[config.mk]
export PLATFORM = sky130hd
export DESIGN_NAME = debounce_sync_rstn
export DESIGN_NICKNAME = d
export VERILOG_FILES = /design/src/rtl/debounce_sync_rstn.sv
export SDC_FILE = /design/constraint.sdc
export NUM_CORES = 1
export LEC_CHECK = 0
export BUFFER_PORTS_ARGS = -buffer_cell sky130_fd_sc_hd__buf_2
export CAP_MARGIN = 10
export CORE_AREA = 2 2 39 41
export DETAILED_ROUTE_END_ITERATION = 8
export DIE_AREA = 0 0 41 43
export MAX_ROUTING_LAYER = met4
export PLACE_DENSITY = 0.6
export SKIP_LAST_GASP = 1
export SLEW_MARGIN = 20
export SYNTH_ARGS = -nofsm -noshare
export SYNTH_HDL_FRONTEND = slang
export SYNTH_SLANG_ARGS = --single-unit
export TNS_END_PERCENT = 100
[constraint.sdc]
create_clock -name clk -period 1.1 [get_ports clk]
set_input_delay 0 -clock clk [delete_from_list [all_inputs] [get_ports clk]]
set_output_delay 0 -clock clk [all_outputs]
set_load 0.03 [all_outputs]
[src/rtl/debounce_sync_rstn.sv]
// debounce_sync_rstn
//   Conditions a raw, bouncing, asynchronous level input for downstream
//   synchronous-reset flip-flops. The input passes through a two-flop
//   synchroniser; a four-state FSM then accepts a new level only after
//   STABLE_CYCLES consecutive synchronised samples agree on it.
//
// Parameters
//   STABLE_CYCLES : consecutive samples needed to accept a level (2..255)
//   CNT_W         : stability counter width, derived from STABLE_CYCLES
//
// Ports
//   clk     : clock, rising edge
//   reset_n : synchronous active-low reset, priority over everything
//   d_raw   : raw asynchronous input
//   q       : debounced level (registered)
//   q_not   : ~q (registered alongside q)
//   rise    : one-cycle pulse on the cycle q first reads 1
//   fall    : one-cycle pulse on the cycle q first reads 0
//   busy    : high while a candidate level change is being qualified
`timescale 1us/1ns

module debounce_sync_rstn #(
    parameter int STABLE_CYCLES = 4,
    parameter int CNT_W         = $clog2(STABLE_CYCLES + 1)
) (
    input  logic clk,
    input  logic reset_n,
    input  logic d_raw,
    output logic q,
    output logic q_not,
    output logic rise,
    output logic fall,
    output logic busy
);

    typedef enum logic [1:0] {
        LOW    = 2'b00,
        WAIT_H = 2'b01,
        HIGH   = 2'b10,
        WAIT_L = 2'b11
    } state_t;

    // Counter value on the sample that completes qualification.
    localparam logic [CNT_W-1:0] CNT_LAST = CNT_W'(STABLE_CYCLES - 1);
    localparam logic [CNT_W-1:0] CNT_ONE  = CNT_W'(1);

    logic             sync1, sync2;
    state_t           state, state_nxt;
    logic [CNT_W-1:0] cnt, cnt_nxt;
    logic             q_nxt, rise_nxt, fall_nxt, busy_nxt;

    // Registers: synchroniser, FSM state, counter and all outputs.
    always_ff @(posedge clk) begin
        if (!reset_n) begin
            sync1 <= 1'b0;
            sync2 <= 1'b0;
            state <= LOW;
            cnt   <= '0;
            q     <= 1'b0;
            q_not <= 1'b1;
            rise  <= 1'b0;
            fall  <= 1'b0;
            busy  <= 1'b0;
        end else begin
            sync1 <= d_raw;
            sync2 <= sync1;
            state <= state_nxt;
            cnt   <= cnt_nxt;
            q     <= q_nxt;
            q_not <= ~q_nxt;
            rise  <= rise_nxt;
            fall  <= fall_nxt;
            busy  <= busy_nxt;
        end
    end

    // Next-state logic. The counter defaults to zero so every return to a
    // stable state clears it; it only advances inside a WAIT state and stops
    // at CNT_LAST, so it can never wrap.
    always_comb begin
        state_nxt = state;
        cnt_nxt   = '0;
        q_nxt     = q;
        rise_nxt  = 1'b0;
        fall_nxt  = 1'b0;

        case (state)
            LOW: begin
                if (sync2) begin
                    state_nxt = WAIT_H;
                    cnt_nxt   = CNT_ONE;
                end
            end
            WAIT_H: begin
                if (!sync2) begin
                    state_nxt = LOW;            // glitch: drop silently
                end else if (cnt == CNT_LAST) begin
                    state_nxt = HIGH;
                    q_nxt     = 1'b1;
                    rise_nxt  = 1'b1;
                end else begin
                    cnt_nxt   = cnt + CNT_ONE;
                end
            end
            HIGH: begin
                if (!sync2) begin
                    state_nxt = WAIT_L;
                    cnt_nxt   = CNT_ONE;
                end
            end
            WAIT_L: begin
                if (sync2) begin
                    state_nxt = HIGH;           // glitch: drop silently
                end else if (cnt == CNT_LAST) begin
                    state_nxt = LOW;
                    q_nxt     = 1'b0;
                    fall_nxt  = 1'b1;
                end else begin
                    cnt_nxt   = cnt + CNT_ONE;
                end
            end
            default: begin
                state_nxt = LOW;
            end
        endcase

        // busy is registered from the next state so it tracks the state
        // register exactly while still being a flop output.
        busy_nxt = (state_nxt == WAIT_H) || (state_nxt == WAIT_L);
    end

endmodule
### Yosys cells after proc, flatten, opt, wreduce, memory -nomap -nowiden

Cells that the tools add are included.
Widths: inputs -> output; s select.

* $add $sub $neg: 1
* equality and inequality tests: 6
* multiplexer cells: 19
* bitwise logic cells: 3
* reductions and logical operators: 4

Operators by type and width (count)
* $mux 2: 6
* $pmux 3 s4: 1
* $mux 3: 3
* $pmux 2 s4: 1
* $mux 1: 7
* $eq 2x2->1 const B: 3
* $eq 2x1->1 const B: 2
* $add 3x1->3 const B: 1
* $eq 3x2->1 const B: 1
* $not 1->1: 3
* $reduce_and 3->1: 1
* $reduce_or 3->1: 1
* $logic_not 2->1: 1
* $pmux 1 s2: 1
* $logic_or 1x1->1: 1

* register bits: 12
* input bits: 3
* output and inout port bits: 5
* logic and storage cells: 42

### Logic depth before layout (Yosys ltp)

* word-level depth: 6
* depth in mapped cells: 4
* mapped depth without buffers: 4

### Worst setup path after synthesis

No wires, ideal clock.

* kind: flip-flop to flip-flop
* start point: register cnt[0]
* end point: register q
* library setup time: 115 ps
* arrival time: 1017 ps
* required time: 985 ps
* slack: -31 ps
* stages on the path, launching flop included: 5
* buffers on the path: 0
* period minus slack after synthesis: 1131 ps
* cells stage by stage: dfxtp_1 ha_1 nand3b_1 o21a_1 o21a_1

* longest elaborated chain between the ends: 4
* elaborated cells on any way between the ends: 6
* those cells by class: eq/ne (1); mux (5)

RTL lines
* start: declaration: RTL line 49 `logic [CNT_W-1:0] cnt, cnt_nxt;`
* start signal: assignment: RTL line 68 `cnt <= cnt_nxt;`
* $eq 3x2->1 (*): RTL line 97, 114
* $mux 1 (on tied branches): RTL line 114, 97
* $mux 1 (on tied branches): RTL line 112, 95
* $pmux 1 s2 (*): RTL line 87 `case (state)`
* end signal: assignment: RTL line 69 `q <= q_nxt;`
* end: declaration: RTL line 29 `output logic q,`

Mark *: on every way between the ends. The rest lies on a longest branch, timed or not.
A chain may end at the register's enable or synchronous reset.

### Final worst setup path

Ends and elaborated chain as after synthesis.

==> impl_results.md <==
- Outcome: finished clean
- Worst relative slew slack: 87.8%
- Achievable frequency: 929 MHz
- YS warnings: 0
- Ys flop type: sky130_fd_sc_hd__dfxtp_1
- Global-route congestion overflow total: 0
- H-tree lvl count: 1
- Critical Path Sink Type: flop
- Worst hold start: sync1
- Drc violations: 0
- Routed wire length: 677 um
- Number of cells after detailed placement: 63
- Sequential cell area fraction in the yosys report: 59.6%
- Most used cell, CP: sky130_fd_sc_hd__o21a_1
- Die height: 43 um
- Largest net degree at the start of global routing: 10
- Slowest cell on crit path: sky130_fd_sc_hd__dfxtp_2
- Required time worst endpoint: 1270 ps
- Number of sinks handled by clock tree synthesis: 12
- Clock insertion delay at the later pin of the skew report: 270 ps
- Router iterations before antenna repair: 4
- Worst Hold End: sync2
- Buffers plus inverters on the worst setup path: 0
- I/O pin cnt: 8
- Flops & latches, synth: 12
- Biggest area consumer among synthesized cells: sky130_fd_sc_hd__dfxtp_1
- Yosys cell types: 17
- Register area: 244 um2
- Ratio of cells with drive above 1 in the final layout: 40.7%
- CP max stage delay: 350 ps
- Number of buffers added on ports: 7
- N_diodes: 0
- Site row count: 14
- Post-synthesis async set-or-reset flop share: 0%
- Final number of setup-violating endpoints: 0
- Antenna violations before repair: 0
- Vias per cell: 4.54
- Slack of the critical path: 23.0 ps
- Die area: 1760 um2
- RSZ-0062 raised after global routing: yes
- Cell types occupying the most area after synthesis: sky130_fd_sc_hd__dfxtp_1 60%, sky130_fd_sc_hd__nor3b_1 5.6%, sky130_fd_sc_hd__nand4b_1 4.3%, sky130_fd_sc_hd__o21a_1 3.7%, sky130_fd_sc_hd__and2_1 3.1%
- Number of global-route vias before repair: 298
- Dominant delay contributor by cell family on the critical path: compound AO/OA/AOI/OAI gates
- Residual antenna-violating net count after detailed routing: 0
- Number of enable-type register cells in the synthesized netlist: 0
- Root buffer cell: sky130_fd_sc_hd__clkbuf_4
- Violation count after the first detailed-route iteration: 8
- Clock Path Buffers: 2
- Startpoint type of the worst setup path: flop
- Cell with the most instances after synthesis: sky130_fd_sc_hd__dfxtp_1
- Fillcell total: 142
- First-pass GRT wire length: 1090 um
- Overall die width: 41 um
- Max Fanout on Critical Path: 3
- Cell count after synthesis: 36
- Final hold violations: 0
- Setup slack after placement: -29.0 ps
- Peak VDD IR: 0.669 mV
- Clock tree from TritonCTS: built
- Number of nets in the synthesized netlist: 40
- Share of Yosys cell area claimed by the top area cell type: 59.6%
- Final critical delay including setup and external delays: 1080 ps
- Mean instance size in the synthesized netlist: 11.2 um2
- Max cap viols: 0
- Worst-case clock skew: 3.84 ps
- Final Max Slew Viols: 0
- Reg-to-reg endpoint: q
- Top register by number of flip-flops: cnt
- Depth of the worst register-to-register path: 4
- Power density of the placed cells: 1420 nW/um2
- Number of buffers created by CTS: 3
- Overall Global Routing Usage: 9.61%
- DP Wirelength: 459 um
- Critical register-to-register path startpoint: cnt[0]
- Setup slack of the worst register-to-register path: 20 ps
- Final layout net count: 59
- Hold Path Class: reg -> reg
- Combined area of the multi-input logic cells: 175 um2
- Area of the placeable core: 1380 um2
- Critical path, cell by cell: ha_4, nand3b_1, o21a_1, o21a_1
- Worst hold stages: 1
- Leakage power: 0.239 nW
- Max FFs per register: 3
- Fin crit share: 97.9%
- Least-Margin Pin Slew: 183 ps
- Post-synthesis instance area: 403 um2
- Final estimated routing congestion in global placement: 0.673
- Synthesis-to-layout area growth: 42.9%
- Most frequent cells after synthesis: 12 x sky130_fd_sc_hd__dfxtp_1, 3 x sky130_fd_sc_hd__nor3b_1
- Number of non-filler instances in the completed layout: 70
- Initial cell density of the core: 29.1%
- Wirelength per Cell: 9.67 um
- Total vias in the final route: 318
- Biggest registers after layout: cnt (3), state (2)
- Worst Path Arrival: 1250 ps
- Clock-pin slew reported for the worst setup and hold paths after clock tree synthesis: 80 ps
- Critical path start-end classification: reg -> reg
-- per-layer routing --
layer | wire, um | vias to the layer above | GRT usage (%)
met2 | 309 | 11 | 13.8
li1 | - | 162 | -
met3 | 33 | 2 | 3.14
met1 | 317 | 143 | 10.1
met4 | 17 | 0 | 8.00
met5 | 0 | - | -
-- kinds of logic (layout without fill, tap and decap cells) --
| family | after synthesis | count (layout) | synth area share [%] |
|---|---|---|---|
| AOI/OAI and AO/OA | 7 | 7 | 12.1 |
| DFF | 12 | 12 | 59.6 |
| adders and majority gates | 1 | 1 | 3.11 |
| and+or+nand+nor | 13 | 13 | 21.1 |
| buffers and inverters | 2 | 20 | 1.86 |
| xor gates and xnor gates | 1 | 1 | 2.17 |
-- how the worst max path moves through the flow --
stage	end	startpoint	slack, ps	cells after the start
final	q	cnt[0]	20	4
after floorplan	q	cnt[1]	20	4
after detailed placement	q	cnt[1]	-30	4
after global placement	q	cnt[1]	-20	4
after CTS	q	cnt[0]	9	4
after global routing	q	cnt[0]	-7	4
-- metrics by stage --
step / TNS (ps) / utilization, % / hold WS [ps] / power, W / cell area [um2]
2_1_floorplan: 0 / - / 76.2 / 0.000464 / 417
3_3_place_gp: -16.9 / 36.3 / 208 / 0.000476 / 502
3_5_place_dp: -29.0 / 36.3 / 213 / 0.000476 / 502
4_1_cts: 0 / 41.0 / 444 / 0.000827 / 567
5_1_grt: -7.00 / 41.6 / 453 / 0.000851 / 576
6_report: 0 / 41.6 / 435 / 0.000817 / 576
-- power breakdown --
part | internal (W) | switching [W]
sequential | 0.000441 | 0.00000488
combinational | 0.0000159 | 0.0000110
clock | 0.000201 | 0.000144
-- repair_timing --
item                                    CTS  global route
gates resized for setup                   1             2
endpoints found under the setup margin    2             3
pin swaps                                 0             1
endpoints found under the hold margin     2             0
hold buffers                              2             0
setup buffers                             1             0
-- cell type report --
cell class                      instances  share of cell area [%]
Timing Repair Buffer                   14                    16.1
Tap cell                               16                    3.48
Inverter                                2                    1.30
Multi-Input combinational cell         22                    30.4
Sequential cell                        12                    42.4
Clock buffer                            4                    6.30
-- placed cells by master, fill, tap and decap left out, types with 2 or more instances in the layout --
| cell type | synthesis | layout |
|---|---|---|
| sky130_fd_sc_hd__and2_1 | 2 | 2 |
| sky130_fd_sc_hd__and3_1 | 2 | 2 |
| sky130_fd_sc_hd__buf_2 | 0 | 7 |
| sky130_fd_sc_hd__buf_4 | 0 | 5 |
| sky130_fd_sc_hd__clkbuf_4 | 0 | 3 |
| sky130_fd_sc_hd__dfxtp_1 | 12 | 9 |
| sky130_fd_sc_hd__dfxtp_2 | 0 | 3 |
| sky130_fd_sc_hd__dlygate4sd3_1 | 0 | 2 |
| sky130_fd_sc_hd__inv_1 | 2 | 2 |
| sky130_fd_sc_hd__nand4b_1 | 2 | 2 |
| sky130_fd_sc_hd__nor3b_1 | 3 | 3 |
| sky130_fd_sc_hd__o21a_1 | 2 | 2 |
| sky130_fd_sc_hd__o21ai_0 | 2 | 2 |
(Power assumes the default switching activity.)
